### src/rtl/axis_frame_tx.sv
// AXI-Stream master that streams a preloaded buffer as one frame (TLAST on the final beat).
// Optional macro AXIS_FRAME_TX_GAP_EN inserts GAP idle cycles after each non-final beat.
module axis_frame_tx #(
  parameter int DATA_W = 8,
  parameter int DEPTH  = 32,
  parameter int ADDR_W = 5
`ifdef AXIS_FRAME_TX_GAP_EN
  ,
  parameter int GAP    = 2
`endif
) (
  input  logic              clk,
  input  logic              rst,
  input  logic              wr_en,
  input  logic [ADDR_W-1:0] wr_addr,
  input  logic [DATA_W-1:0] wr_data,
  input  logic              start,
  input  logic [ADDR_W:0]   len,
  output logic              busy,
  output logic              done,
  output logic              M_AXIS_TVALID,
  output logic [DATA_W-1:0] M_AXIS_TDATA,
  output logic              M_AXIS_TLAST,
  input  logic              M_AXIS_TREADY
);

  typedef enum logic [2:0] {
    S_IDLE,
    S_FETCH,
    S_SEND,
`ifdef AXIS_FRAME_TX_GAP_EN
    S_GAP,
`endif
    S_DONE
  } state_t;

  localparam logic [ADDR_W:0] LP_DEPTH = (ADDR_W+1)'(DEPTH);
  localparam logic [ADDR_W:0] LP_ONE   = (ADDR_W+1)'(1);

  logic [DATA_W-1:0] r_mem [DEPTH];
  state_t            r_state;
  logic [ADDR_W-1:0] r_ptr;
  logic [ADDR_W:0]   r_len;
  logic              r_busy;
  logic              r_done;
  logic              r_tvalid;
  logic              r_tlast;
  logic [DATA_W-1:0] r_tdata;
`ifdef AXIS_FRAME_TX_GAP_EN
  logic [7:0]        r_gap;
`endif

  logic              w_hs;
  logic              w_wr_ok;
  logic [ADDR_W-1:0] w_ptr_nxt;
  logic [ADDR_W:0]   w_len_clamp;

  assign w_hs        = r_tvalid & M_AXIS_TREADY;
  assign w_wr_ok     = wr_en & ~r_busy;
  assign w_ptr_nxt   = r_ptr + 1'b1;
  assign w_len_clamp = (len > LP_DEPTH) ? LP_DEPTH : len;

  // Buffer contents survive reset so a frame can be replayed after an abort.
  always_ff @(posedge clk) begin
    if (w_wr_ok) begin
      r_mem[wr_addr] <= wr_data;
    end
  end

  always_ff @(posedge clk) begin
    if (rst) begin
      r_state  <= S_IDLE;
      r_ptr    <= '0;
      r_len    <= '0;
      r_busy   <= 1'b0;
      r_done   <= 1'b0;
      r_tvalid <= 1'b0;
      r_tlast  <= 1'b0;
      r_tdata  <= '0;
`ifdef AXIS_FRAME_TX_GAP_EN
      r_gap    <= '0;
`endif
    end else begin
      r_done <= 1'b0;
      case (r_state)
        S_IDLE: begin
          if (start) begin
            if (len != '0) begin
              r_len   <= w_len_clamp;
              r_ptr   <= '0;
              r_busy  <= 1'b1;
              r_state <= S_FETCH;
            end else begin
              r_done <= 1'b1;
            end
          end
        end
        S_FETCH: begin
          r_tdata  <= r_mem[r_ptr];
          r_tvalid <= 1'b1;
          r_tlast  <= (r_len == LP_ONE);
          r_state  <= S_SEND;
        end
        S_SEND: begin
          if (w_hs) begin
            if (r_tlast) begin
              r_tvalid <= 1'b0;
              r_tlast  <= 1'b0;
              r_state  <= S_DONE;
            end else begin
              // Prefetch the next entry on the handshake edge: no bubble between beats.
              r_tdata <= r_mem[w_ptr_nxt];
              r_ptr   <= w_ptr_nxt;
              r_tlast <= (({1'b0, w_ptr_nxt} + LP_ONE) == r_len);
`ifdef AXIS_FRAME_TX_GAP_EN
              r_tvalid <= 1'b0;
              r_gap    <= 8'(GAP - 1);
              r_state  <= S_GAP;
`endif
            end
          end
        end
`ifdef AXIS_FRAME_TX_GAP_EN
        S_GAP: begin
          if (r_gap == '0) begin
            r_tvalid <= 1'b1;
            r_state  <= S_SEND;
          end else begin
            r_gap <= r_gap - 8'd1;
          end
        end
`endif
        S_DONE: begin
          r_done  <= 1'b1;
          r_busy  <= 1'b0;
          r_state <= S_IDLE;
        end
        default: r_state <= S_IDLE;
      endcase
    end
  end

  assign busy          = r_busy;
  assign done          = r_done;
  assign M_AXIS_TVALID = r_tvalid;
  assign M_AXIS_TDATA  = r_tdata;
  assign M_AXIS_TLAST  = r_tlast;

endmodule

### config.mk
export PLATFORM = sky130hd
export DESIGN_NAME = axis_frame_tx
export DESIGN_NICKNAME = d
export VERILOG_FILES = /design/src/rtl/axis_frame_tx.sv
export SDC_FILE = /design/constraint.sdc
export NUM_CORES = 1
export LEC_CHECK = 0
export ABC_CLOCK_PERIOD_IN_PS = 5900
export CELL_PAD_IN_SITES_DETAIL_PLACEMENT = 0
export CELL_PAD_IN_SITES_GLOBAL_PLACEMENT = 2
export CORE_UTILIZATION = 25
export DETAILED_ROUTE_END_ITERATION = 16
export PLACE_DENSITY_LB_ADDON = 0.1
export SLEW_MARGIN = 30
export SYNTH_ARGS = -nofsm -noshare
export SYNTH_HDL_FRONTEND = slang
export SYNTH_SLANG_ARGS = --single-unit
### constraint.sdc
create_clock -name clk -period 5.9 [get_ports clk]
set_input_delay 1.18 -clock clk [delete_from_list [all_inputs] [get_ports clk]]
set_output_delay 1.18 -clock clk [all_outputs]
set_load 0.05 [all_outputs]
Yosys cells after proc, flatten, opt, wreduce, memory -nomap -nowiden
Memories as Yosys holds them, arrays and structs flattened. A register that Yosys moved wholly into a read port is not among the register bits.
Cells that the tools add are included.
{"block": "totals", "reg_bits": 26, "latch_bits": 0, "out_inout_bits": 12, "romBits": 0, "input_bits": 24, "ramBits": 256, "memories": 1, "elab_cells": 67}
{"memory": "r_mem", "depth": 32, "word_bits": 8, "read_ports": 2, "rd_clocked_by_memory_dff": 1, "write_ports": 1, "line_no": "40", "rtl": "logic [DATA_W-1:0] r_mem [DEPTH];"}
{"block": "classes", "add_sub_neg": 2, "div": 0, "shifts": 0, "n_lt_le_gt_ge": 1, "n_eq_ne": 10, "bitwise": 3, "mul": 0, "n_mux": 30, "n_reduce_logical": 12}
{"cell": "$mux W5", "count": 6}
{"cell": "$mux W8", "count": 2}
{"cell": "$pmux W8 S2", "count": 1}
{"cell": "$mux W3", "count": 4}
{"cell": "$reduce_and A3 Y1", "count": 4}
{"cell": "$mux W1", "count": 10}
{"cell": "$ne A2 B2 Y1 const B", "count": 5}
{"cell": "$pmux W5 S2", "count": 1}
{"cell": "$pmux W3 S3", "count": 1}
{"cell": "$pmux W1 S2", "count": 4}
{"cell": "$add A5 B1 Y6 const B", "count": 1}
{"cell": "$eq A3 B2 Y1 const B", "count": 2}
{"cell": "$eq A6 B1 Y1 const B", "count": 1}
{"cell": "$eq A6 B6 Y1", "count": 1}
{"cell": "$gt A6 B6 Y1 const B", "count": 1}
{"cell": "$mux W6", "count": 1}
{"cell": "$reduce_bool A2 Y1", "count": 3}
{"cell": "$reduce_bool A6 Y1", "count": 1}
{"cell": "$add A5 B1 Y5 const B", "count": 1}
{"cell": "$reduce_and A5 Y1", "count": 1}
{"cell": "$reduce_and A4 Y1", "count": 1}
{"cell": "$eq A3 B1 Y1 const B", "count": 1}
{"cell": "$logic_not A3 Y1", "count": 1}
{"cell": "$and A1 B1 Y1", "count": 2}
{"cell": "2 further kinds", "count": 2}

Depth between registers and ports, before layout
Gate-level depths: netlist (run 1).
{"block": "logic_depth", "depth_word": 6, "mapped_depth": 12, "ltp_nobuf": 8}

Least setup slack after synthesis (run 1)
OpenSTA, ideal clock, no wires.
{"block": "synth_path", "path_kind": "reg2reg", "from": "reg r_ptr[0]", "to": "reg r_tdata[4] (netlist: M_AXIS_TDATA[4])", "setup_ns": 0.130, "slack_ns": 2.843, "path_stages_with_launch": 11, "path_buffers": 4, "t_required_ns": 5.770, "arrival_time_ns": 2.927, "synth_period_minus_slack_ns": 3.057, "cell_sequence": "dfxtp_1 buf_6 buf_4 inv_2 buf_1 ha_1 clkbuf_1 mux4_2 mux4_2 a2111oi_2 o22ai_1"}
{"block": "synth_via", "elab_chain_cells": 5}
{"item": "start, declared", "line_no": "42", "rtl": "logic [ADDR_W-1:0] r_ptr;"}
{"item": "start signal, assigned", "line_no": "113", "rtl": "r_ptr <= w_ptr_nxt;"}
{"item": "$add A5 B1 Y5", "line_no": "60", "rtl": "assign w_ptr_nxt = r_ptr + 1'b1;"}
{"item": "$mem_v2 Z32 W8"}
{"item": "$mux W8", "line_no": "106", "rtl": "if (r_tlast) begin"}
{"item": "$mux W8", "line_no": "105", "rtl": "if (w_hs) begin"}
{"item": "$pmux W8 S2", "line_no": "85", "rtl": "case (r_state)"}
{"item": "end signal, assigned", "line_no": "99", "rtl": "r_tdata <= r_mem[r_ptr];"}
{"item": "end signal, assigned", "line_no": "112", "rtl": "r_tdata <= r_mem[w_ptr_nxt];"}
{"item": "end, declared", "line_no": "48", "rtl": "logic [DATA_W-1:0] r_tdata;"}
No other way between the ends. The select of a mux whose other input is x is not followed.
A chain may end at the register's enable or synchronous reset.

Worst setup path in the final report (run 1)
{"block": "layout_path", "from": "reg r_ptr[0]", "to": "reg r_tdata[5] (netlist: M_AXIS_TDATA[5])"}
Same word-level chain as after synthesis.

==> flow_summary.json, run 1 <==
{
  "cts_max_path_buffers": 3,
  "gp_congestion": 0.761,
  "grt_first_pass_wirelength_um": 65100,
  "power.leakage_nw": 4.73,
  "rows": 85,
  "drc_errors": 0,
  "post_cts_resized": 0,
  "totalWireLength_um": 45500,
  "critical_path_required_ps": 6320,
  "path_clk_slew_ps": 60,
  "drv_cap": 0,
  "vias": 7926,
  "powerDensity_mw_per_mm2": 356,
  "antenna_left": 0,
  "cp-end-kind": "flop",
  "skew_ps": 21.8,
  "cts_root_buffer": "clkbuf_16",
  "cts.sinks": 286,
  "cts_hold_buf": 0,
  "port_buffers": 35,
  "grt_pass1_vias": 8581,
  "critPathArrivalTime_ps": 4040,
  "firstDrtPassIters": 5,
  "setup_viol": 0,
  "fp.dieH_um": 235,
  "htreeDepth": 2,
  "core_region_area_mm2": 0.0538,
  "syn-num-nets": 830,
  "grt-ovfl-total": 0,
  "postSynth.asyncResetShare_pct": 0,
  "wl_per_cell_um": 29.0,
  "num_io_pins": 36,
  "cts_buffers": 37,
  "insertion_delay_ps": 560,
  "grt_max_degree": 38,
  "instances_no_fill": 1567,
  "dieArea_mm2": 0.0554,
  "worstHoldPathType": "flop to flop",
  "synth-seq-cells": 286,
  "crit_path_start_kind": "flop",
  "initial_core_util_pct": 25.3,
  "hold_viol": 0,
  "final_area_mm2": 0.0160,
  "placed_area_mm2": 0.0148,
  "relSlewSlack_pct": 36.4,
  "finalSetupTns_ps": 0,
  "postSynthCellCount": 800,
  "final_cell_mix": "256 x edfxtp_1, 131 x mux4_2, 52 x nor2_1",
  "n_fill_cell": 5282,
  "post_cts_buffers": 0,
  "cts_tree": "yes",
  "antenna_found_initial": 1,
  "synth_warnings": 0,
  "finalMaxSlewViolations": 0,
  "worst_pin_slew_ps": 950,
  "path_max_fanout": 27,
  "min_period_ps": 3620,
  "dp_hpwl_um": 31300,
  "synthFlopType": "edfxtp_1",
  "placed_cells": 1504,
  "diodes": 0,
  "avgSynthCellArea_um2": 17.0,
  "vdd_drop_max_uv": 146,
  "worst-setup-path-type": "flop to flop",
  "die_width_um": 235,
  "finalPower_mw": 5.71,
  "timing.fmax_mhz": 276,
  "finalNetCount": 877,
  "seq_area_frac_synth_pct": 60.9,
  "netlist_area_mm2": 0.0136,
  "fin_crit_sh_pct": 61.4,
  "viasPerCell": 5.06,
  "grt_usage_pct": 16.7,
  "final_common_cell": "edfxtp_1",
  "synth_edf_count": 256,
  "synth_cell_types": 59,
  "status": "finished, final reports clean",
  "dr.first_iter.drc_count": 517,
  "drive_above_1_share_pct": 28.9,
  "rsz0062_at_grt": "no",
  "area_growth_pct": 17.9
}
## sequential cells by signal (all words and copies together), names as in the netlist, named ones only
signal	cells
r_mem	256
M_AXIS_TVALID	1
r_state	2
done	1
busy	1
r_len	6
M_AXIS_TLAST	1
M_AXIS_TDATA	8
r_ptr	5
## final timing paths
path	startpoint	end	slack, ps	depth (start not counted)
max	r_ptr[0]$_SDFFE_PP0P_	M_AXIS_TDATA[5]$_SDFFE_PP0P_	2280	8
min	r_len[5]$_SDFFE_PP0P_	r_len[5]$_SDFFE_PP0P_	510	2
max reg2reg	r_ptr[0]$_SDFFE_PP0P_	M_AXIS_TDATA[5]$_SDFFE_PP0P_	2280	8
min reg2reg	r_len[5]$_SDFFE_PP0P_	r_len[5]$_SDFFE_PP0P_	510	2
## synthesized netlist by cell type, types with 9 or more instances
library cell | instances | area, um2
a21oi_1 | 24 | 120
buf_2 | 16 | 80.1
clkbuf_1 | 21 | 78.8
dfxtp_1 | 30 | 601
edfxtp_1 | 256 | 7690
mux2i_1 | 43 | 430
mux4_2 | 131 | 2950
nand2_1 | 30 | 113
nand3_1 | 9 | 45.0
nor2_1 | 76 | 285
nor3_1 | 15 | 75.1
o21ai_0 | 10 | 50.1
o21ai_1 | 11 | 55.1
xnor2_1 | 10 | 87.6
## layout make-up
cell class	count	area, um2	area share [%]
flip-flops and latches	286	8300	51.7
multi-input cells	457	5110	31.9
clock buffers	43	991	6.18
well taps	696	871	5.43
repair buffers	57	531	3.31
clock inverters	20	205	1.28
inverters	8	32.5	0.203
## kinds of logic (layout without fill, tap and decap cells)
logic type	Yosys count	after routing	synth area share [%]
AND/OR/NAND/NOR	162	162	5.47
adder cells (fa/ha/maj)	6	6	0.552
multiplexers	179	179	25.3
flip-flops	286	286	60.9
buffers and inverters	57	128	2.08
AO/OA/AOI/OAI	98	98	4.82
XOR/XNOR	12	12	0.910
## metal layers
| metal | share of wire (%) | global-route usage [%] | vias up |
|---|---|---|---|
| li1 | - | - | 3409 |
| met1 | 44 | 22.1 | 4240 |
| met2 | 48 | 27.2 | 215 |
| met3 | 4.5 | 2.81 | 60 |
| met4 | 3.5 | 7.11 | 2 |
| met5 | 0.029 | 0 | - |
## stage by stage
stage	hold WS (ps)	worst slack (ps)	utilization (%)
global route	576	1880	29.8
detailed placement	509	2090	27.5
global placement	507	1800	27.4
CTS	519	2090	29.8
floorplan	462	2840	-
finish	509	2280	29.8
## worst max-delay path, cell delays in order, from the launching register on
cell	delay [ps]
dfxtp_4	670
inv_2	350
ha_2	570
inv_4	510
mux4_2	590
mux2i_1	330
o22ai_1	120
o21ai_1	180
o211ai_1	110
## where the power goes
part	switching [mW]	internal, mW
logic	0.660	0.409
clock network	0.886	1.37
registers	0.112	2.27
No activity file was read; power rests on OpenSTA's default activity.
==> inputs of run 2 (changes only) <==
--- a/config.mk
+++ b/config.mk
@@ -5,7 +5,7 @@
 export SDC_FILE = /design/constraint.sdc
 export NUM_CORES = 1
 export LEC_CHECK = 0
-export ABC_CLOCK_PERIOD_IN_PS = 5900
+export ABC_CLOCK_PERIOD_IN_PS = 3800
 export CELL_PAD_IN_SITES_DETAIL_PLACEMENT = 0
 export CELL_PAD_IN_SITES_GLOBAL_PLACEMENT = 2
 export CORE_UTILIZATION = 25
==> constraint.sdc (replaced) <==
create_clock -name clk -period 3.8 [get_ports clk]
set_input_delay 0.76 -clock clk [delete_from_list [all_inputs] [get_ports clk]]
set_output_delay 0.76 -clock clk [all_outputs]
set_load 0.05 [all_outputs]
==> run 2 against run 1 <==
Effect of this change:
- worst setup slack worse by 1300 ps
- maximum frequency is 27% higher
- sequential cell count unchanged
- clock power rose by 50%
- wire length is 1.4% lower
- total power is 54% higher
- non-clock buffer count rose by 21
- sequential share of layout area down 0.18 points
- first-iteration DRC count grew 4.6%
- clock-buffer cell count rose by 3
- clock skew is 3.8 ps lower
- utilization rose by 0.095 points
- largest power group unchanged
==> flow_summary.json, run 2 (same netlist as run 1, synthesis figures left out) <==
{
  "viasPerCell": 5.00,
  "cp-end-kind": "flop",
  "cts_buffers": 37,
  "finalNetCount": 898,
  "vdd_drop_max_uv": 248,
  "fp.dieH_um": 235,
  "final_common_cell": "edfxtp_1",
  "die_width_um": 235,
  "cts.sinks": 286,
  "dp_hpwl_um": 30800,
  "reg2reg_depth": 6,
  "rows": 85,
  "wl_per_cell_um": 28.2,
  "fin_crit_sh_pct": 75.1,
  "initial_core_util_pct": 25.3,
  "antenna_found_initial": 1,
  "gp_congestion": 0.798,
  "cts_root_buffer": "clkbuf_16",
  "grt_pass1_vias": 8472,
  "crit_path_start_kind": "flop",
  "cpMaxStageDelayCell": "buf_4",
  "largest_register": "r_mem",
  "drc_errors": 0,
  "hold_end": "r_len[5]$_SDFFE_PP0P_",
  "worst-setup-path-type": "flop to flop",
  "dieArea_mm2": 0.0554,
  "hold_viol": 0,
  "critical_path_required_ps": 4220,
  "grt_usage_pct": 16.4,
  "r2r_start": "r_ptr[1]$_SDFFE_PP0P_",
  "finalPower_mw": 8.80,
  "grt_first_pass_wirelength_um": 64300,
  "power.leakage_nw": 4.82,
  "r2r_slack_ps": 940,
  "largest_register_ffs": 256,
  "cp_cell_sequence": "ha_2 -> buf_4 -> mux4_2 -> mux4_2 -> a2111oi_2 -> o22ai_1",
  "insertion_delay_ps": 540,
  "cts_max_path_buffers": 3,
  "n_fill_cell": 5301,
  "dr.first_iter.drc_count": 541,
  "num_io_pins": 36,
  "path_clk_slew_ps": 60,
  "post_cts_buffers": 0,
  "critPathMostFrequentCell": "mux4_2",
  "skew_ps": 18.0,
  "path_buf_inv": 1,
  "finalMaxSlewViolations": 0,
  "grt_max_degree": 58,
  "rsz0062_at_grt": "no",
  "cts_hold_buf": 0,
  "worstHoldPathType": "flop to flop",
  "path_max_fanout": 40,
  "slowest_delay_ps": 540,
  "drv_cap": 0,
  "worstReg2RegEnd": "M_AXIS_TDATA[4]$_SDFFE_PP0P_",
  "htreeDepth": 2,
  "totalWireLength_um": 44800,
  "final_cell_mix": "256 x edfxtp_1, 131 x mux4_2, 75 x nor2_1",
  "diodes": 0,
  "timing.fmax_mhz": 350,
  "antenna_left": 0,
  "min_period_ps": 2860,
  "vias": 7933,
  "critPathArrivalTime_ps": 3280,
  "setup_viol": 0,
  "port_buffers": 35,
  "worst_pin_slew_ps": 940,
  "powerDensity_mw_per_mm2": 547,
  "status": "finished, final reports clean",
  "crit_family": "multiplexers",
  "firstDrtPassIters": 5,
  "core_region_area_mm2": 0.0538,
  "holdPathStages": 2,
  "hold_start": "r_len[5]$_SDFFE_PP0P_",
  "cts_tree": "yes",
  "post_cts_resized": 0,
  "area_growth_pct": 18.3,
  "relSlewSlack_pct": 37.1,
  "drive_above_1_share_pct": 27.7,
  "grt-ovfl-total": 0,
  "finalSetupTns_ps": 0
}
## run 2: cell count changes in the layout (fill, tap and decap cells not counted), sizes merged
cell           change
clkdlybuf4s50      -1
clkinv             -2
bufinv             -1
buf               +22
clkbuf             +3
## run 2: worst min-delay path: cells and delay by family, from the launching register on
kind	cells	cell delay [ps]
compound gates	1	50
flops	1	340
simple gates	1	60
## run 2: how the worst max path moves through the flow
stage / start / to / cells after the start
floorplan: r_ptr[0]$_SDFFE_PP0P_ / M_AXIS_TDATA[4]$_SDFFE_PP0P_ / 10
global placement: wr_addr[4] / r_mem[17][5]$_DFFE_PP_ / 3
detailed placement: wr_addr[4] / r_mem[18][6]$_DFFE_PP_ / 3
CTS: r_ptr[1]$_SDFFE_PP0P_ / M_AXIS_TDATA[7]$_SDFFE_PP0P_ / 8
global route: r_ptr[1]$_SDFFE_PP0P_ / M_AXIS_TDATA[2]$_SDFFE_PP0P_ / 7
finish: r_ptr[1]$_SDFFE_PP0P_ / M_AXIS_TDATA[4]$_SDFFE_PP0P_ / 6
## run 2: metal layers
| layer | part of all wire (%) | routed length [um] | vias up | global-route usage [%] |
|---|---|---|---|---|
| met5 | 0.029 | 13 | - | 0 |
| met4 | 2.3 | 1020 | 2 | 4.56 |
| met3 | 4.3 | 1940 | 63 | 3.27 |
| met2 | 49 | 21700 | 198 | 27.1 |
| met1 | 45 | 20100 | 4222 | 22.0 |
| li1 | - | - | 3448 | - |
## run 2: final cells by class
class	instances	area (um2)	area share (%)
repair buffers	78	701	4.35
multi-input cells	457	5040	31.3
well taps	696	871	5.41
clock inverters	17	161	1.00
inverters	8	30.0	0.187
clock buffers	46	990	6.15
flip-flops and latches	286	8300	51.6
## run 2: power breakdown
group          internal, mW  leakage (nW)  switching, mW  total [mW]
Clock                  2.04         0.561           1.36        3.40
Combinational         0.650          1.71           1.07        1.72
Sequential             3.53          2.55          0.147        3.67
## run 2: per-stage QoR
step                      cells  instance area [um2]  setup slack (ps)  utilization, %  hold WS [ps]
after floorplan             800                13600               743               -           462
after global placement     1525                14900               601            27.8           499
after detailed placement   1525                14900               653            27.8           489
after CTS                  1588                16100               875            29.9           499
after global routing       1588                16100               691            29.9           512
final                      1588                16100               945            29.9           498
